**config.mk**
```make
export PLATFORM = sky130hd
export DESIGN_NAME = motoro3_step_sequencer
export DESIGN_NICKNAME = d
export VERILOG_FILES = /design/src/rtl/motoro3_step_sequencer.sv
export SDC_FILE = /design/constraint.sdc
export NUM_CORES = 1
export LEC_CHECK = 0
export BUFFER_PORTS_ARGS = -buffer_cell sky130_fd_sc_hd__clkbuf_2
export CORE_ASPECT_RATIO = 1.1
export CORE_MARGIN = 2
export CORE_UTILIZATION = 40
export CTS_CLUSTER_SIZE = 12
export DETAILED_ROUTE_END_ITERATION = 8
export GPL_TIMING_DRIVEN = 0
export SYNTH_ARGS = -nofsm -noshare
export SYNTH_HDL_FRONTEND = slang
export SYNTH_SLANG_ARGS = --single-unit
```
**constraint.sdc**
```tcl
create_clock -name clk -period 11.1 [get_ports clk]
set_input_delay 2.22 -clock clk [delete_from_list [all_inputs] [get_ports clk]]
set_output_delay 2.22 -clock clk [all_outputs]
set_load 0.01 [all_outputs]
```
**src/rtl/motoro3_step_sequencer.sv**
```systemverilog
// motoro3_step_sequencer
//
// Commutation scheduler shared by the three line generators. It runs a
// period counter (m3cnt) inside PWM sub-steps (m3LpwmSplitStep) inside
// commutation steps (lgStep). It also produces the end-of-period strobes
// that all phases consume, so the phases advance in lock-step.
//
// Ports:
//   clk, rst               - system clock; asynchronous active-high reset
//   m3start, m3stop        - single-cycle run / stop requests (stop wins)
//   m3dir                  - 0: step increments, 1: step decrements
//   m3r_stepCNT_speedSET   - sub-step length minus 1 (clamped to LEN_MIN)
//   m3r_stepSplitMax       - PWM sub-steps per step minus 1
//   lgStep                 - step index, 4'hF when all phases are off
//   m3LpwmSplitStep        - sub-step index inside the current step
//   m3cnt                  - clock count inside the current sub-step
//   m3cntLast1/m3cntLast2  - m3cnt == length / length-1
//   m3stepPulse            - first cycle of every new step
//   m3busy                 - running or finishing the current step
//
// All outputs are registered.

module motoro3_step_sequencer #(
    parameter int CNT_W    = 25,
    parameter int STEP_MAX = 5,
    parameter int LEN_MIN  = 3
) (
    input  logic             clk,
    input  logic             rst,
    input  logic             m3start,
    input  logic             m3stop,
    input  logic             m3dir,
    input  logic [CNT_W-1:0] m3r_stepCNT_speedSET,
    input  logic [1:0]       m3r_stepSplitMax,
    output logic [3:0]       lgStep,
    output logic [1:0]       m3LpwmSplitStep,
    output logic [CNT_W-1:0] m3cnt,
    output logic             m3cntLast1,
    output logic             m3cntLast2,
    output logic             m3stepPulse,
    output logic             m3busy
);

    localparam logic [1:0] ST_IDLE     = 2'd0;
    localparam logic [1:0] ST_RUN      = 2'd1;
    localparam logic [1:0] ST_STOPPING = 2'd2;

    localparam logic [3:0]       STEP_OFF  = 4'hF;
    localparam logic [3:0]       STEP_LAST = 4'(STEP_MAX);
    localparam logic [CNT_W-1:0] LEN_FLOOR = CNT_W'(LEN_MIN);

    logic [1:0]       state_q, state_d;
    logic [3:0]       step_q, step_d;
    logic [1:0]       split_q, split_d;
    logic [1:0]       split_max_q, split_max_d;
    logic [CNT_W-1:0] cnt_q, cnt_d;
    logic [CNT_W-1:0] len_q, len_d;
    logic             dir_q, dir_d;
    logic             last1_q, last1_d;
    logic             last2_q, last2_d;
    logic             pulse_q, pulse_d;
    logic             busy_q, busy_d;

    logic [CNT_W-1:0] len_clamped;
    logic             sub_end;
    logic             step_end;
    logic             stop_pending;
    logic [3:0]       step_next;

    always_comb begin
        len_clamped = (m3r_stepCNT_speedSET < LEN_FLOOR) ? LEN_FLOOR : m3r_stepCNT_speedSET;
        sub_end     = (cnt_q == len_q);
        step_end    = sub_end && (split_q == split_max_q);
        // A stop request is honoured if it arrives now or was seen earlier.
        stop_pending = (state_q == ST_STOPPING) || m3stop;

        // The direction sampled at the boundary steers the step being entered.
        if (m3dir) begin
            step_next = (step_q == 4'd0) ? STEP_LAST : step_q - 4'd1;
        end else begin
            step_next = (step_q == STEP_LAST) ? 4'd0 : step_q + 4'd1;
        end

        state_d     = state_q;
        step_d      = step_q;
        split_d     = split_q;
        split_max_d = split_max_q;
        cnt_d       = cnt_q;
        len_d       = len_q;
        dir_d       = dir_q;
        pulse_d     = 1'b0;

        case (state_q)
            ST_IDLE: begin
                if (m3start && !m3stop) begin
                    state_d     = ST_RUN;
                    step_d      = 4'd0;
                    split_d     = 2'd0;
                    cnt_d       = '0;
                    len_d       = len_clamped;
                    split_max_d = m3r_stepSplitMax;
                    dir_d       = m3dir;
                    pulse_d     = 1'b1;
                end
            end
            ST_RUN, ST_STOPPING: begin
                if (step_end && stop_pending) begin
                    state_d = ST_IDLE;
                    step_d  = STEP_OFF;
                    split_d = 2'd0;
                    cnt_d   = '0;
                end else begin
                    state_d = stop_pending ? ST_STOPPING : ST_RUN;
                    if (sub_end) begin
                        cnt_d = '0;
                        len_d = len_clamped;
                        if (split_q == split_max_q) begin
                            split_d     = 2'd0;
                            step_d      = step_next;
                            split_max_d = m3r_stepSplitMax;
                            dir_d       = m3dir;
                            pulse_d     = 1'b1;
                        end else begin
                            split_d = split_q + 2'd1;
                        end
                    end else begin
                        cnt_d = cnt_q + CNT_W'(1);
                    end
                end
            end
            default: begin
                state_d = ST_IDLE;
                step_d  = STEP_OFF;
                split_d = 2'd0;
                cnt_d   = '0;
            end
        endcase

        // Strobes are decoded from the next count so they line up with m3cnt.
        busy_d  = (state_d != ST_IDLE);
        last1_d = busy_d && (cnt_d == len_d);
        last2_d = busy_d && (cnt_d == (len_d - CNT_W'(1)));
    end

    always_ff @(posedge clk or posedge rst) begin
        if (rst) begin
            state_q     <= ST_IDLE;
            step_q      <= STEP_OFF;
            split_q     <= 2'd0;
            split_max_q <= 2'd0;
            cnt_q       <= '0;
            len_q       <= LEN_FLOOR;
            dir_q       <= 1'b0;
            last1_q     <= 1'b0;
            last2_q     <= 1'b0;
            pulse_q     <= 1'b0;
            busy_q      <= 1'b0;
        end else begin
            state_q     <= state_d;
            step_q      <= step_d;
            split_q     <= split_d;
            split_max_q <= split_max_d;
            cnt_q       <= cnt_d;
            len_q       <= len_d;
            dir_q       <= dir_d;
            last1_q     <= last1_d;
            last2_q     <= last2_d;
            pulse_q     <= pulse_d;
            busy_q      <= busy_d;
        end
    end

    assign lgStep          = step_q;
    assign m3LpwmSplitStep = split_q;
    assign m3cnt           = cnt_q;
    assign m3cntLast1      = last1_q;
    assign m3cntLast2      = last2_q;
    assign m3stepPulse     = pulse_q;
    assign m3busy          = busy_q;

endmodule

```
After elaboration in Yosys (flattened, before gate mapping) --
Index checks and enable logic that the tools add are counted.
Word-level totals: bits in registers 64, logic and storage cells 80
Operators by class: add/sub/neg operators 5, $lt $le $gt $ge 1, eq/ne operators 13, mux-type cells 36, reduce and logical (&&, ||, !) cells 15
Operators with widths (number):
- $mux W25 | 7
- $pmux W25 S2 | 2
- $eq A25 B25 Y1 | 3
- $mux W4 | 7
- $add A25 B1 Y25 const B | 1
- $lt A25 B2 Y1 const B | 1
- $sub A25 B1 Y25 const B | 1
- $mux W2 | 11
- $pmux W2 S2 | 3
- $ne A2 B2 Y1 const B | 4
- $pmux W4 S2 | 1
- $ne A3 B3 Y1 const B | 2
- $logic_and A1 B1 Y1 | 5
- $reduce_and A5 Y1 | 1
- $add A4 B1 Y4 const B | 1
- $eq A4 B3 Y1 const B | 1
- $logic_not A4 Y1 | 1
- $mux W1 | 4
- $reduce_bool A2 Y1 | 2
- $sub A4 B1 Y4 const B | 1
- $reduce_and A3 Y1 | 1
- $add A2 B1 Y2 const B | 1
- $eq A2 B1 Y1 const B | 1
- $eq A2 B2 Y1 | 1
- other kinds (7) | 7

Logic depth before layout (Yosys ltp) --
Gate-level depths: netlist (run 1).
depth after elaboration 8, mapped depth 16, gate-level depth less buffers 14

Least setup slack after synthesis (run 1) --
No wires, ideal clock.
path kind input port to flip-flop, start input m3stop, end register last2_q (netlist: m3cntLast2), library setup time 0.096 ns, arrival 5.415 ns, data required time 11.004 ns, path slack 5.589 ns, stages 12, cell sequence o211ai_1 > nor4b_2 > nand2_1 > buf_2 > a221oi_1 > inv_1 > ha_1 > nor3b_2 > or4b_1 > o211a_1 > or4_1 > nor4_2
On the way: cells in the longest elaborated chain, start to end 7, elaborated cells on any way between the ends 18, classes of those cells add/sub (1); eq/ne (1); mux (10); reduce/logical (6)
RTL lines:
- start: declaration | RTL line 31 | input logic m3stop,
- $logic_or A1 B1 Y1 or $logic_not A1 Y1 (tied branches) | RTL line 75, 95
- $logic_and A1 B1 Y1 (on tied branches) | RTL line 107, 95
- $mux W25 (on tied branches) | RTL line 107, 95
- $pmux W25 S2 (*) | RTL line 93 | case (state_q)
- named net len_d[0] | RTL line 57 | logic [CNT_W-1:0] len_q, len_d;
- $sub A25 B1 Y25 (*) | RTL line 142 | last2_d = busy_d && (cnt_d == (len_d - CNT_W'(1)));
- $eq A25 B25 Y1 (*) | RTL line 142
- $logic_and A1 B1 Y1 (*) | RTL line 142
- named net last2_d | RTL line 60 | logic last2_q, last2_d;
- end signal: assignment | RTL line 167 | last2_q <= last2_d;
- end: declaration | RTL line 60
Mark *: on every way through the listed nets, which the timed path passes. The rest lies on a longest branch. A chain may end at the register's enable or synchronous reset.

Final worst setup path (run 1) --
start input m3stop, end register last2_q (netlist: m3cntLast2)
On the way: cells in the longest elaborated chain, start to end 7, elaborated cells on any way between the ends 18, classes of those cells add/sub (1); eq/ne (1); mux (10); reduce/logical (6)
RTL lines (RTL line):
- $logic_or A1 B1 Y1 or $logic_not A1 Y1 (tied branches) | 75, 95
- $logic_and A1 B1 Y1 (on tied branches) | 107, 95
- $mux W25 (on tied branches) | 107, 95
- $pmux W25 S2 | 93
- $sub A25 B1 Y25 | 142
- $eq A25 B25 Y1 | 142
- $logic_and A1 B1 Y1 (*) | 142
- named net last2_d | 60
Marks and branches as above.

==> results of run 1 <==
[power breakdown]
group          switching [W]  total, W  internal [W]
sequential          0.000106  0.000416      0.000310
clock               0.000120  0.000271      0.000151
combinational        0.00102   0.00156      0.000542
total                0.00125   0.00225       0.00100
[worst max-delay path, cell delays in order]
cell and delay (ns):
clkbuf_2 0.16, nand2b_1 0.29, clkbuf_1 0.36, buf_1 0.40, nand2_1 0.19, clkbuf_1 0.45, o21ai_0 0.41, a221oi_1 0.34
mux2i_1 0.19, or3_1 0.41, a2111oi_0 1.07, o221ai_1 0.34, nor4_2 0.29
[layer usage]
layer  global-route usage, %  vias up
met3                   5.816       51
met5                       0        -
met1                   44.44     3134
met4                   13.70        0
met2                   50.61      369
li1                        -     2898
[synthesized netlist by cell type, types with 11 or more instances]
master     number  area [um^2]
dfrtp_1        58         1451
o21ai_0        67        335.3
inv_1          35        131.4
mux2i_1        30        300.3
xor2_1         20        175.2
xnor2_1        26        227.7
a22oi_1        12        90.09
a21oi_1        54        270.3
mux2_2         12        135.1
nor4_1         13        81.33
nand2_1        72        270.3
a2bb2oi_1      12        105.1
and3_1         11        68.82
clkbuf_1       23        86.33
nor2_1         56        210.2
nand3_1        23        115.1
nor3_1         13        65.06
[registers in the layout, indices dropped and copies added (netlist names)]
register         count
lgStep               4
len_q               25
m3cntLast2           1
m3stepPulse          1
split_max_q          2
m3cnt               25
state_q              2
m3cntLast1           1
m3LpwmSplitStep      2
m3busy               1
[kinds of logic (layout without fill, tap and decap cells)]
| group | count (synthesis) | count (layout) |
|---|---|---|
| buf+inv | 75 | 157 |
| fa+ha+maj | 5 | 5 |
| flops | 64 | 64 |
| compound gates | 226 | 226 |
| simple gates | 274 | 274 |
| xor+xnor | 46 | 46 |
| mux | 43 | 43 |
[area by class of cell]
| class | count | area [um^2] |
|---|---|---|
| repair buffers | 66 | 330.3 |
| well taps | 192 | 240.2 |
| plain buffers | 39 | 192.7 |
| flip-flops and latches | 64 | 1609 |
| fillers | 1480 | 7682 |
| multi-input cells | 594 | 3924 |
| clock inverters | 7 | 47.55 |
| clock buffers | 9 | 225.2 |
| inverters | 36 | 137.6 |
[metrics by stage]
step	utilization, %	instances	setup slack, ns
6_report	46.61	1007	4.200
5_1_grt	46.61	1007	3.918
4_1_cts	46.61	1007	4.304
3_5_place_dp	44.71	991	3.928
3_3_place_gp	44.70	991	3.966
2_1_floorplan	-	733	5.589
[how the worst min path moves through the flow]
stage	endpoint	slack, ns
5_1_grt	lgStep[3]	0.54
3_5_place_dp	lgStep[3]	0.52
4_1_cts	lgStep[3]	0.52
2_1_floorplan	split_max_q[0]	0.50
3_3_place_gp	lgStep[3]	0.51
6_report	lgStep[3]	0.53
==> reports/qor.txt, run 1 <==
outcome: completed
Root Buffer: clkbuf_16
uppermost layer routed: met4
final setup fails: 0
peak fanout along the critical path: 10
Core Area: 0.01439 mm^2
most frequent cells in the layout: nand2_1 (72), o21ai_0 (67), clkbuf_2 (66), dfrtp_1 (58), nor2_1 (56)
input/output buffers: 66
final setup TNS: 0 ns
Post-Synth XOR/XNOR Area: 6.874%
Max Cap Violations: 0
GRT Overall Usage: 32.41%
Max clock buf depth: 2
end of the critical path: m3cntLast2
synthesized area per cell: 7.995 um^2
Worst Skew: 0.006838 ns
total number of vias: 6452
chip width: 119.4 um
R2R depth: 12
Hold Path Class: reg2reg
post_cts resized: 0
Final #Nets: 847
Worst slew margin: 11.31%
Synth Area in Adders: 1.067%
Hold Path Stages: 2
clock latency on the worst-skew pair: 0.34 ns
met2 routed WL: 11.22 mm
ys async rst share: 100.0%
post-CTS setup buffer count: 0
met3 wire length: 2.215 mm
area grow syn2layout: 14.43%
maximum VDD drop: 0.1480 mV
Tcrit/Tclk final: 62.16%
DR iter-0 viols: 684
initial antenna violation count: 0
Final Max Tran Viols: 0
compound-gate portion of the synthesized area: 25.51%
HP Start: lgStep[3]
CP Data Required Time: 11.34 ns
fin area: 0.006706 mm^2
Antenna diodes: 0
Power Density: 335.4 mW/mm^2
mux contribution to synthesized area: 7.664%
Reg2Reg Setup Slack: 5.34 ns
worst-margin pin slew: 1.312 ns
commonest non-fill, non-tap cell in the layout: nand2_1
Die H: 131.0 um
RR Startpoint: state_q[1]
Leak: 2.833 nW
Row Count: 46
Critical Path Source: m3stop
R2R Path End: m3cntLast2
global route total overflow: 0
first-pass GRT wire length: 37.48 mm
synth warn: 0
first drt pass iteration count: 5
largest net degree at the start of global routing: 65
CTS tree: yes
final hold violation count: 0
synthesized instance count: 733
die area: 0.01564 mm^2
H-tree levels: 3
Detail Placement HPWL: 19.36 mm
Cell variety after synth: 79
wire per inst: 24.92 um
Worst-path clk slew: 0.06 ns
top_reg_cell synth: dfrtp_1
met1 wire length: 10.85 mm
kind of critical path: in2reg
layout cells sized above 1: 16.56%
number of synthesized flops with an enable pin: 0
fmax: 144.9 MHz
RSZ-0062 raised after global routing: false
sequential share of the synthesized area: 27.46%
initial core utilization: 40.73%
synthesized flop and latch total: 64
Synth Cell Area: 0.005861 mm^2
DRC violations left: 0
RD Place Congestion: 0.9842
critical path arrival: 7.14 ns
vias in the first global route: 6076
vias per cell: 6.407
Power Total: 0.002249 W
placed inst area: 0.006434 mm^2
Worst setup EP type: flip-flop
Boundary Pins: 67
Synth Area in Simple Gates: 25.83%
cts bufs inserted: 9
clock sinks: 64
Setup crit start kind: input pin
antenna-violating nets left: 0
CTS Hold Buffers Added: 0
Final min period: 6.900 ns
Syn Nets: 770
Routed WL: 25.09 mm
WHS: 0.5251 ns
largest family of logic cells by synthesized area: simple AND/OR/NAND/NOR gates
Note: power is estimated with default switching activity, not from simulation.
==> inputs of run 2 (changes only) <==
ABC_AREA = 1   (was default)
clock period = 7 ns   (was 11.1 ns; I/O delays follow)
==> run 2 against run 1 <==
  * Cell count rose by 27%
  * Via count grew 2.5%
  * Count of clock-buffer cells in the layout increased by 2
  * Critical path depth rose by 6
  * Combinational power rose by 63%
  * Flip-flop and latch count is the same
  * Critical path type unchanged
  * Critical endpoint unchanged
  * Global-route usage fell by 4.9 points
  * Power is 58% higher
  * Area after synthesis rose by 6.3%
  * Worst setup slack lost 1.1 ns
  * Highest routed layer unchanged
  * Synthesized cell count up 36%
==> reports/qor.txt, run 2 <==
cts bufs inserted: 9
CTS Hold Buffers Added: 0
Hold Path Class: reg2reg
NetSw: 0.002058 W
Syn Nets: 1036
area share of the largest cell type after synthesis: 23.29%
RR Startpoint: state_q[0]
wire per inst: 17.78 um
RD Place Congestion: 0.9606
clock sinks: 64
Post-synth top cells: nand2_1 (309), inv_1 (147), nor2_1 (90), nand3_1 (70), dfrtp_1 (58)
Worst slew margin: 43.00%
Synth Cell Area: 0.006231 mm^2
Hold Path Stages: 1
DRC violations left: 0
antenna-violating nets left: 0
number of synthesized flops with an enable pin: 0
Final #Nets: 1113
synth warn: 0
worst-margin pin slew: 0.8550 ns
DR iter-0 viols: 558
outcome: completed
R2R depth: 10
crit path buf inv count: 2
Hold Path End: split_max_q[1]
fillers: 1613
first-pass GRT wire length: 34.00 mm
top_reg_cell synth: dfrtp_1
Max clock buf depth: 2
Antenna diodes: 0
post_cts resized: 0
peak fanout along the critical path: 10
synthesized area per cell: 6.237 um^2
most used cell, CP: nand2_1
Leak: 3.687 nW
GRT Overall Usage: 27.53%
Final WS setup: 3.062 ns
area grow syn2layout: 13.53%
die area: 0.01659 mm^2
Clk network pwr share: 11.6%
switching share of power: 57.81%
final setup fails: 0
R2R Path End: m3cntLast1
Largest stage delay, worst path: 0.43 ns
Row Count: 47
Comb power frac: 71.7%
Final Max Tran Viols: 0
P_int: 0.001502 W
Worst Skew: 0.006588 ns
synthesized instance count: 999
Worst setup EP type: flip-flop
vias per cell: 5.182
critical path arrival: 4.21 ns
Core Area: 0.01517 mm^2
Reg2Reg Setup Slack: 3.34 ns
critical path cell sequence: clkbuf_2 > nor2_1 > nand2_1 > clkbuf_1 > o22ai_1 > nor2_1 > nand2_2 > nand2_4 > ha_1 > nand2_1 > nor2_2 > nand2_2 > o21bai_1 > nand2_1 > nor2_1 > nand3_1 > nor2_2 > nand2_1 > nor2_2
CP Data Required Time: 7.27 ns
Worst-path clk slew: 0.06 ns
most frequent cells in the layout: nand2_1 (309), inv_1 (146), nor2_1 (90), nand3_1 (70), clkbuf_2 (66)
Boundary Pins: 67
initial antenna violation count: 0
Power Density: 503.3 mW/mm^2
Setup crit start kind: input pin
register share of total power: 16.6%
Final min period: 3.938 ns
global route total overflow: 0
ys async rst share: 100.0%
layout cells sized above 1: 19.63%
fmax: 253.9 MHz
H-tree levels: 3
first drt pass iteration count: 5
CP top delay family: simple AND/OR/NAND/NOR gates
final hold violation count: 0
Cell variety after synth: 51
top post-synthesis cells by area: dfrtp_1 (23%), nand2_1 (19%), inv_1 (8.9%)
sequential share of the synthesized area: 25.82%
Root Buffer: clkbuf_16
CTS tree: yes
chip width: 123 um
final setup TNS: 0 ns
kind of critical path: in2reg
maximum VDD drop: 0.1658 mV
pre-CTS setup slack: 2.741 ns
largest net degree at the start of global routing: 65
commonest non-fill, non-tap cell in the layout: nand2_1
post-CTS setup buffer count: 0
HP Start: split_max_q[1]
Routed WL: 22.69 mm
Max Cap Violations: 0
Die H: 134.9 um
total number of vias: 6612
most common cell in the netlist: nand2_1
initial core utilization: 41.07%
largest area contributor in the netlist: dfrtp_1
Tcrit/Tclk final: 56.26%
clock latency on the worst-skew pair: 0.34 ns
input/output buffers: 66
synthesized flop and latch total: 64
slowest CP cell: clkbuf_1
vias in the first global route: 6184
RSZ-0062 raised after global routing: false
Detail Placement HPWL: 17.93 mm
run 2: changes by cell type in the layout (fill, tap and decap cells not counted), moves of 31 or more:
cell     previous run  this run
nand2_1            72       309
inv_1              34       146
o21ai_0            67        18
nand3_1            23        70
nor2_1             56        90
nand2_2             0        31
run 2: cell families after synthesis:
| family | count (synthesis) | share of synthesized area, % |
|---|---|---|
| AND/OR/NAND/NOR | 586 | 43.07 |
| buffers and inverters | 192 | 12.49 |
| AO/OA/AOI/OAI | 123 | 13.33 |
| flip-flops | 64 | 25.82 |
| XOR/XNOR | 27 | 3.916 |
| adder cells (fa/ha/maj) | 5 | 1.004 |
| multiplexers | 2 | 0.3614 |
run 2: stage by stage:
stage / area (um^2) / utilization [%] / power (W) / hold WS (ns) / std cells
final: 7074 / 46.63 / 0.003561 / 0.5316 / 1276
after global routing: 7074 / 46.63 / 0.003855 / 0.5572 / 1276
after floorplan: 6231 / - / 0.002404 / 0.5010 / 999
after CTS: 7074 / 46.63 / 0.003537 / 0.5333 / 1276
after global placement: 6807 / 44.86 / 0.003091 / 0.5095 / 1261
after detailed placement: 6809 / 44.88 / 0.003109 / 0.5217 / 1261
run 2: cell type report:
| cell class | instances | area [um^2] | share of cell area, % |
|---|---|---|---|
| plain buffers | 29 | 166.4 | 2.352 |
| clock inverters | 4 | 22.52 | 0.3184 |
| multi-input cells | 743 | 3844 | 54.33 |
| repair buffers | 66 | 330.3 | 4.669 |
| inverters | 163 | 614.3 | 8.684 |
| clock buffers | 11 | 242.7 | 3.431 |
| well taps | 196 | 245.2 | 3.467 |
| flip-flops and latches | 64 | 1609 | 22.74 |
run 2: worst max-delay path by stage:
stage,start,end,cells after the start
finish,m3stop,m3cntLast2,19
global placement,m3stop,m3cntLast1,13
floorplan,m3start,m3cntLast2,21
detailed placement,m3stop,m3cntLast1,13
global route,m3stop,m3cntLast2,19
CTS,m3stop,m3cntLast2,19
run 2: per-layer routing:
layer  part of all wire, %  GRT usage [%]  up-vias
met5                     0              0        -
met4                   3.5          10.92        0
met3                   5.8          3.716       47
met2                    48          47.15      227
met1                    43          34.76     3017
li1                      -              -     3321
run 2: power groups by stage:
stage | clock network (W) | logic, W | registers [W]
finish | 0.000415 | 0.00255 | 0.000593
global route | 0.000432 | 0.00282 | 0.000605
CTS | 0.000420 | 0.00253 | 0.000591
detailed placement | 0 | 0.00251 | 0.000598
floorplan | 0 | 0.00182 | 0.000585
global placement | 0 | 0.00250 | 0.000594
run 2: worst reg2reg max path: cells and delay by family (launching register included):
kind	cells	cell delay [ns]
AO/OA/AOI/OAI	2	0.39
adder cells (fa/ha/maj)	1	0.25
AND/OR/NAND/NOR	4	1.09
buffers and inverters	3	1.43
flip-flops	1	0.40
==> inputs of run 3 (changes only) <==
clock period = 3.5 ns   (was 7 ns; I/O delays follow)
==> run 3 against run 2 <==
  * Critical path type is now reg2reg
  * Global-route usage is 0.053 points lower
  * Register-to-register slack worse by 3.2 ns
  * Cell count increased by 0.63%
  * Highest routed layer unchanged
  * Sequential share of layout area fell by 0.18 points
==> reports/qor.txt, run 3 (synthesized netlist as in run 2, its figures left out) <==
commonest non-fill, non-tap cell in the layout: nand2_1
switching share of power: 57.81%
Power Total: 0.007182 W
Util after Layout: 47.41%
Die H: 134.9 um
clock sinks: 64
Tcrit/Tclk final: 94.77%
Root Buffer: clkbuf_16
worst-margin pin slew: 0.8462 ns
input/output buffers: 66
first drt pass iteration count: 5
outcome: completed
DRC violations left: 0
WHS: 0.5020 ns
critical path arrival: 3.59 ns
Max Cap Violations: 0
CTS tree: yes
met1 wire length: 9.712 mm
H-tree levels: 3
layout cells sized above 1: 22.43%
peak fanout along the critical path: 10
GRT Overall Usage: 27.48%
Comb power frac: 71.9%
Final min period: 3.317 ns
critical path cell sequence: inv_2 > nand2_1 > nand2_1 > nor2_1 > nand2_1 > nor2_2 > nand2_2 > nor2_8 > buf_12 > o211ai_2 > nand3_2 > nand2_4 > nand2_4 > ha_1 > nand2_1 > nor2_2 > nand2_2 > o21bai_1 > nand2_1 > nor2_1 > nand3_1 > nor2_2 > nand2_1 > nor2_2
Largest stage delay, worst path: 0.41 ns
Power Density: 998.5 mW/mm^2
Reg2Reg Setup Slack: 0.18 ns
initial antenna violation count: 0
Leak: 3.724 nW
Clk network pwr share: 11.6%
global route total overflow: 0
wire per inst: 17.72 um
R2R depth: 24
first-pass GRT wire length: 34.00 mm
Setup crit start kind: flip-flop
kind of critical path: reg2reg
Worst setup EP type: flip-flop
most used cell, CP: nand2_1
antenna-violating nets left: 0
Worst Skew: 0.005728 ns
cts bufs inserted: 9
CP Data Required Time: 3.77 ns
Core Area: 0.01517 mm^2
maximum VDD drop: 0.3323 mV
vias per cell: 5.173
largest net degree at the start of global routing: 65
most frequent cells in the layout: nand2_1 (308), inv_1 (144), nor2_1 (88), nand3_1 (70), clkbuf_2 (69)
Max clock buf depth: 2
Boundary Pins: 67
Final Max Tran Viols: 0
RD Place Congestion: 0.9606
RR Startpoint: len_q[17]
met2 routed WL: 11.01 mm
final setup fails: 0
R2R Path End: m3cntLast2
NetSw: 0.004152 W
met3 wire length: 1.386 mm
final hold violation count: 0
clock latency on the worst-skew pair: 0.33 ns
fmax: 301.5 MHz
initial core utilization: 41.07%
Row Count: 47
DR iter-0 viols: 644
final setup TNS: 0 ns
register share of total power: 16.5%
Worst-path clk slew: 0.06 ns
slowest CP cell: dfrtp_1
Final #Nets: 1121
vias in the first global route: 6154
Hold Path Class: in2async
Antenna diodes: 0
total number of vias: 6642
die area: 0.01659 mm^2
P_int: 0.003030 W
RSZ-0062 raised after global routing: true
uppermost layer routed: met4
area grow syn2layout: 15.44%
Worst slew margin: 43.59%
Routed WL: 22.75 mm
Detail Placement HPWL: 17.93 mm
fillers: 1597
chip width: 123 um
-- run 3: cell types whose count changed in the layout (fill, tap and decap cells not counted), sizes merged --
cell and delta:
buf +7, clkbuf +1
-- run 3: how the worst max path moves through the flow --
stage | startpoint | end | slack [ns]
2_1_floorplan | m3cnt[5] | m3cntLast2 | 0.72
3_3_place_gp | state_q[0] | m3cntLast1 | -0.14
3_5_place_dp | state_q[0] | m3cntLast1 | -0.13
4_1_cts | m3cnt[8] | m3cntLast2 | 0.008
5_1_grt | len_q[17] | m3cntLast2 | -0.03
6_report | len_q[17] | m3cntLast2 | 0.18
-- run 3: layer usage --
metal	up-vias	global-route usage (%)
li1	3334	-
met1	3037	35.20
met2	235	47.79
met3	36	2.914
met4	0	9.343
met5	-	0
-- run 3: worst max-delay path, delay by kind of cell, from the launching register on --
kind | cells | cell delay, ns
AOI/OAI and AO/OA | 2 | 0.23
buffers and inverters | 2 | 0.25
and+or+nand+nor | 19 | 2.14
DFF | 1 | 0.41
adders and majority gates | 1 | 0.21
-- run 3: per-stage QoR --
stage	area, um^2	setup slack (ns)	instances
3_5_place_dp	6809	-0.1346	1261
5_1_grt	7193	-0.02534	1284
6_report	7193	0.1831	1284
2_1_floorplan	6231	0.7177	999
3_3_place_gp	6807	-0.1438	1261
4_1_cts	7072	0.008002	1275
-- run 3: area by class of cell --
cell class | instances | area (um^2) | area share, %
tap | 196 | 245.2 | 3.409
timing repair buffer | 75 | 397.9 | 5.531
multi-input combinational | 743 | 3881 | 53.96
buffer | 28 | 166.4 | 2.313
clock buffer | 11 | 242.7 | 3.375
inverter | 163 | 614.3 | 8.541
clock inverter | 4 | 22.52 | 0.3131
sequential | 64 | 1623 | 22.56
-- run 3: what timing repair did --
action	4_1_cts	5_1_grt
buffers inserted	0	9
hold buffers	0	0
pin swaps	0	2
setup endpoints to repair	2	2
gates resized for setup	1	26
-- run 3: power by group through the flow --
| stage | Clock (W) | Combinational (W) | Sequential, W |
|---|---|---|---|
| final | 0.000834 | 0.00516 | 0.00119 |
| after global routing | 0.000867 | 0.00569 | 0.00121 |
| after CTS | 0.000839 | 0.00505 | 0.00118 |
| after detailed placement | 0 | 0.00502 | 0.00120 |
| after global placement | 0 | 0.00499 | 0.00119 |
| after floorplan | 0 | 0.00364 | 0.00117 |
